==> config.mk <==
export PLATFORM = sky130hd
export DESIGN_NAME = compensation_mem_ctrl
export DESIGN_NICKNAME = d
export VERILOG_FILES = /design/src/rtl/compensation_mem_ctrl_pkg.sv /design/src/rtl/compensation_mem_ctrl.sv
export SDC_FILE = /design/constraint.sdc
export NUM_CORES = 1
export LEC_CHECK = 0
export CAP_MARGIN = 20
export CORE_ASPECT_RATIO = 0.75
export CORE_MARGIN = 1.5
export CORE_UTILIZATION = 35
export CTS_CLUSTER_DIAMETER = 80
export DETAILED_ROUTE_END_ITERATION = 10
export PLACE_DENSITY = 0.61
export SLEW_MARGIN = 20
export SYNTH_ARGS = -nofsm -noshare
export SYNTH_HDL_FRONTEND = slang
export SYNTH_SLANG_ARGS = --single-unit
==> constraint.sdc <==
create_clock -name clk -period 2.7 [get_ports clk]
set_input_delay 0.675 -clock clk [delete_from_list [all_inputs] [get_ports clk]]
set_output_delay 0.675 -clock clk [all_outputs]
set_load 0.01 [all_outputs]
==> src/rtl/compensation_mem_ctrl_pkg.sv <==
// Purpose: shared constants, state encoding and sizing helper for the compensation memory sequencer.
// Latency: n/a (declarations only).
// Backpressure: n/a.
package compensation_mem_ctrl_pkg;

  // One compensation weight per memory entry.
  localparam int CW_WIDTH  = 3;
  // Column offsets walked per run; each read returns one column of SIZE weights.
  localparam int NUM_COLS  = 3;
  localparam int COL_WIDTH = 2;

  // The memory holds NUM_COLS columns of SIZE weights.
  function automatic int cmem_size(input int size);
    return size * NUM_COLS;
  endfunction

  typedef enum logic [2:0] {
    S_IDLE   = 3'd0,
    S_LOAD   = 3'd1,
    S_LOADED = 3'd2,
    S_READ   = 3'd3,
    S_WAIT   = 3'd4
  } state_t;

endpackage

==> src/rtl/compensation_mem_ctrl.sv <==
// Purpose: sequences compensation-memory writes during load and column reads during a run.
// Latency: write 1 cycle after handshake; run_start/col_adv to comp_valid 2 cycles.
// Backpressure: cw_ready only in LOAD; reads paced by col_adv from the array.
//
// Ports:
//   clk, rst                          clock, async active-high reset
//   load_start, cw_valid/cw_data/cw_ready   weight image load stream
//   run_start, col_adv                 run trigger and column-consumed handshake
//   Wr_en/Wr_Addr/Compensation_Weight  memory write port
//   Rd_en/Rd_Addr, comp_valid          memory read port and column-valid flag
//   loaded, busy, done                 status
module compensation_mem_ctrl
  import compensation_mem_ctrl_pkg::*;
#(
  parameter int SIZE            = 8,
  parameter int CMEM_SIZE       = cmem_size(SIZE),
  parameter int CMEM_ADDR_WIDTH = $clog2(CMEM_SIZE)
) (
  input  logic                       clk,
  input  logic                       rst,
  input  logic                       load_start,
  input  logic                       cw_valid,
  input  logic [CW_WIDTH-1:0]        cw_data,
  output logic                       cw_ready,
  input  logic                       run_start,
  input  logic                       col_adv,
  output logic                       Wr_en,
  output logic [CMEM_ADDR_WIDTH-1:0] Wr_Addr,
  output logic [CW_WIDTH-1:0]        Compensation_Weight,
  output logic                       Rd_en,
  output logic [COL_WIDTH-1:0]       Rd_Addr,
  output logic                       comp_valid,
  output logic                       loaded,
  output logic                       busy,
  output logic                       done
);

  localparam logic [CMEM_ADDR_WIDTH-1:0] LAST_ADDR = CMEM_ADDR_WIDTH'(CMEM_SIZE - 1);
  localparam logic [COL_WIDTH-1:0]       LAST_COL  = COL_WIDTH'(NUM_COLS - 1);

  state_t                     state;
  logic [CMEM_ADDR_WIDTH-1:0] wr_cnt;
  logic [COL_WIDTH-1:0]       col;

  // Only combinational output: ready is a pure state decode, no input path.
  assign cw_ready = (state == S_LOAD);

  always_ff @(posedge clk or posedge rst) begin
    if (rst) begin
      state               <= S_IDLE;
      wr_cnt              <= '0;
      col                 <= '0;
      Wr_en               <= 1'b0;
      Wr_Addr             <= '0;
      Compensation_Weight <= '0;
      Rd_en               <= 1'b0;
      Rd_Addr             <= '0;
      comp_valid          <= 1'b0;
      loaded              <= 1'b0;
      busy                <= 1'b0;
      done                <= 1'b0;
    end else begin
      // Strobes default low; address/data registers hold between strobes.
      Wr_en <= 1'b0;
      Rd_en <= 1'b0;
      done  <= 1'b0;

      case (state)
        S_IDLE: begin
          if (load_start) begin
            state  <= S_LOAD;
            wr_cnt <= '0;
            busy   <= 1'b1;
          end
        end

        S_LOAD: begin
          // cw_ready is 1 throughout LOAD, so cw_valid alone is the handshake.
          if (cw_valid) begin
            Wr_en               <= 1'b1;
            Wr_Addr             <= wr_cnt;
            Compensation_Weight <= cw_data;
            if (wr_cnt == LAST_ADDR) begin
              // Counter parks on the last address instead of wrapping.
              state  <= S_LOADED;
              loaded <= 1'b1;
              busy   <= 1'b0;
            end else begin
              wr_cnt <= wr_cnt + CMEM_ADDR_WIDTH'(1);
            end
          end
        end

        S_LOADED: begin
          // The final write lands in this state's first cycle; a read can only
          // follow one cycle later, so write and read never coincide.
          if (run_start) begin
            state   <= S_READ;
            col     <= '0;
            Rd_en   <= 1'b1;
            Rd_Addr <= '0;
            busy    <= 1'b1;
          end else if (load_start) begin
            state  <= S_LOAD;
            wr_cnt <= '0;
            loaded <= 1'b0;
            busy   <= 1'b1;
          end
        end

        S_READ: begin
          // Memory read is registered: data is valid from the first WAIT cycle.
          state      <= S_WAIT;
          comp_valid <= 1'b1;
        end

        S_WAIT: begin
          if (col_adv) begin
            comp_valid <= 1'b0;
            if (col == LAST_COL) begin
              state <= S_LOADED;
              col   <= '0;
              done  <= 1'b1;
              busy  <= 1'b0;
            end else begin
              state   <= S_READ;
              col     <= col + COL_WIDTH'(1);
              Rd_en   <= 1'b1;
              Rd_Addr <= col + COL_WIDTH'(1);
            end
          end
        end

        default: begin
          state      <= S_IDLE;
          comp_valid <= 1'b0;
          busy       <= 1'b0;
        end
      endcase
    end
  end

endmodule

==> results.py <==
metrics = {
    "cells_and_area": {
        "n_antenna_cell": 0,
        "fillerInstances": 319,
        "drive_gt1_frac": 0.134,
        "finish.utilization": 0.476,
        "area_growth_pct": 27.1,
        "layout.nets": 156,
    },
    "setup_path": {
        "start_kind": "flip-flop",
        "cp_slowest_stage_delay_ns": 0.55,
        "crit_chain": "inv_1 > nand3_2 > inv_2 > clkdlybuf4s50_1",
        "criticalPathCategory": "flip-flop to output pin",
        "cp_max_fo": 14,
        "critPathTopFamily": "buffers and inverters",
        "cp-end-kind": "output pin",
        "crit_arrival_ns": 1.77,
        "path_buf_inv": 3,
        "critPathRequiredTime_ns": 2.03,
        "slowest_stage": "clkdlybuf4s50_1",
    },
    "flow_run": {
        "cap_violations": 0,
    },
    "synth": {
        "synth-edff-count": 0,
        "netlist_instances": 115,
        "synth.distinct_cells": 31,
        "ys.flop_type": "dfrtp_1",
        "yosysWarnings": 0,
        "synthesis.area_mm2": 0.00126,
        "synth_fp_nets": 128,
        "yosysMostFrequentCell": "dfrtp_1",
        "synthTopCellsByArea": "dfrtp_1, mux2_2, ha_1",
        "synth_seq_area_share": 0.515,
        "syn_area_per_cell_um2": 11.0,
        "synth_top_area_frac": 0.515,
        "ys_ff_latch": 26,
        "synth_top_cell_by_area": "dfrtp_1",
        "synthTopCellsByCount": "dfrtp_1, nand2_1, inv_1, mux2_2",
        "synthArstFlopShare": 1.00,
    },
    "clock_tree": {
        "clk_pin_slew_ns": 0.09,
        "post_cts_resized": 0,
        "post-cts-setup-buffers": 0,
        "cts_max_path_buffers": 2,
        "clockRootBuffer": "clkbuf_8",
        "clock-sinks": 26,
        "cts_max_level": 1,
        "tritoncts.num_buffers": 3,
        "cts_hold_buffers": 0,
        "cts_tree": "done",
        "clk_latency_ns": 0.27,
    },
    "routing": {
        "drc": 0,
        "wl_per_cell_um": 13.4,
        "ant_nets": 0,
        "routed_via_density": 5.15,
        "drt-total-wl_mm": 2.44,
        "first_pass_iters": 4,
        "vias": 938,
        "drtIter0Drc": 20,
    },
    "place": {
        "post-place-ws_ns": 0.521,
        "gp_congestion": 0.860,
        "port_buffers": 25,
        "dp_hpwl_mm": 1.75,
    },
    "global_routing": {
        "grt_pass1_wl_mm": 3.97,
        "grt_start_max_net_pins": 27,
        "first_global_vias": 862,
        "grt_antenna_before_repair": 0,
        "overflow": 0,
        "grt_usage": 0.136,
    },
    "die": {
        "pin_count": 26,
        "dieArea_mm2": 0.00398,
        "initial_core_util": 0.374,
        "num_rows": 18,
        "die_h_um": 55.0,
        "fp.coreArea_mm2": 0.00338,
        "die_w_um": 72.4,
    },
    "timing": {
        "rsz0062_at_grt": "no",
        "finalMaxSlewViolations": 0,
        "hold_violations": 0,
        "tns_ns": 0,
        "fin_skew_ns": 0.00287,
        "slew_headroom": 0.683,
        "setup_violations": 0,
        "setup_ws_ns": 0.253,
        "post-route-min-period_ns": 2.45,
        "max_freq_mhz": 409,
        "tightestPinTransition_ns": 0.471,
        "finalCritPeriodShare": 0.906,
    },
    "pwr": {
        "cellLeakagePower_nw": 0.711,
        "power.density_mw_per_mm2": 903,
        "vdd_drop_max_mv": 0.300,
    },
    "hold_path": {
        "min_path_type": "flip-flop to flip-flop",
    },
    "run_status": {
        "outcome": "complete, no violations",
    },
}
==> kinds of logic (layout without fill, tap and decap cells) <==
family	Yosys count	count (layout)	share of synthesized area
AOI/OAI and AO/OA	26	26	0.149
adders and majority gates	4	4	0.0396
buffers and inverters	14	41	0.0515
DFF	26	26	0.515
muxes	9	9	0.0802
and+or+nand+nor	36	36	0.164
==> placed cells by master (no fill, tap or decap), types with 2 or more instances in the layout <==
| master | count |
|---|---|
| inv_1 | 9 |
| dfrtp_1 | 26 |
| nand2_1 | 12 |
| and2b_1 | 2 |
| a21oi_1 | 3 |
| a21o_1 | 3 |
| nor2_1 | 3 |
| a211o_1 | 3 |
| nor2b_1 | 2 |
| clkbuf_8 | 4 |
| a22o_1 | 4 |
| mux2_2 | 9 |
| o211ai_1 | 2 |
| nand3_1 | 4 |
| buf_4 | 2 |
| o31ai_1 | 2 |
| o21ai_0 | 4 |
| a31oi_1 | 2 |
| ha_1 | 4 |
| o41ai_1 | 2 |
| nand2b_1 | 2 |
| nor3_1 | 4 |
| clkdlybuf4s50_1 | 25 |
==> sequential cells by signal, indices dropped and copies added, names as in the netlist <==
register,cells
state,3
Rd_en,1
busy,1
wr_cnt,5
Wr_en,1
col,2
comp_valid,1
Compensation_Weight,3
Rd_Addr,2
Wr_Addr,5
done,1
loaded,1
==> cell type report <==
class,count,area (µm²),share of cell area
clock buffers,4,55.1,0.0343
inverters,10,37.5,0.0234
multi-input cells,75,548,0.341
flip-flops and latches,26,651,0.405
well taps,40,50.0,0.0312
repair buffers,27,265,0.165
==> report_power, final <==
group          leakage, nW  total, mW  switching (mW)  internal, mW
Clock               0.0288      0.254           0.124         0.131
Sequential           0.321      0.625           0.117         0.508
Combinational        0.362      0.571           0.235         0.336
Total                0.711       1.45           0.476         0.975
==> worst register-to-register path, stage by stage (launching register included) <==
cell	delay [ns]
dfrtp_1	0.62
nand4bb_1	0.28
o31ai_1	0.38
a21o_1	0.13
o211ai_1	0.08
==> worst paths after layout <==
check / startpoint / to / slack [ns] / cells after the start
max in group asynchronous: rst / Wr_Addr[4] / 1.70 / 3
setup reg to reg: state[0] / wr_cnt[2] / 1.09 / 4
setup / recovery: state[1] / cw_ready / 0.25 / 4
hold / removal: Compensation_Weight[2] / Compensation_Weight[2] / 0.51 / 1
min in group asynchronous: rst / Compensation_Weight[0] / 0.75 / 3
hold reg to reg: Compensation_Weight[2] / Compensation_Weight[2] / 0.51 / 1
==> layer usage <==
| metal | wire length (µm) | GRT usage | share of wire | vias up |
|---|---|---|---|---|
| li1 | - | - | - | 462 |
| met4 | 41 | 0.0660 | 0.017 | 0 |
| met2 | 1070 | 0.207 | 0.44 | 17 |
| met5 | 0 | 0 | 0 | - |
| met1 | 1260 | 0.182 | 0.52 | 455 |
| met3 | 66 | 0.0380 | 0.027 | 4 |
==> stage by stage <==
step | instances | hold WS (ns) | instance area, µm² | power (mW)
6_report | 182 | 0.511 | 1610 | 1.45
5_1_grt | 182 | 0.531 | 1610 | 1.55
4_1_cts | 182 | 0.517 | 1610 | 1.47
3_5_place_dp | 178 | 0.491 | 1550 | 1.21
3_3_place_gp | 178 | 0.489 | 1550 | 1.20
2_1_floorplan | 115 | 0.492 | 1260 | 0.959
(Power assumes the default switching activity.)
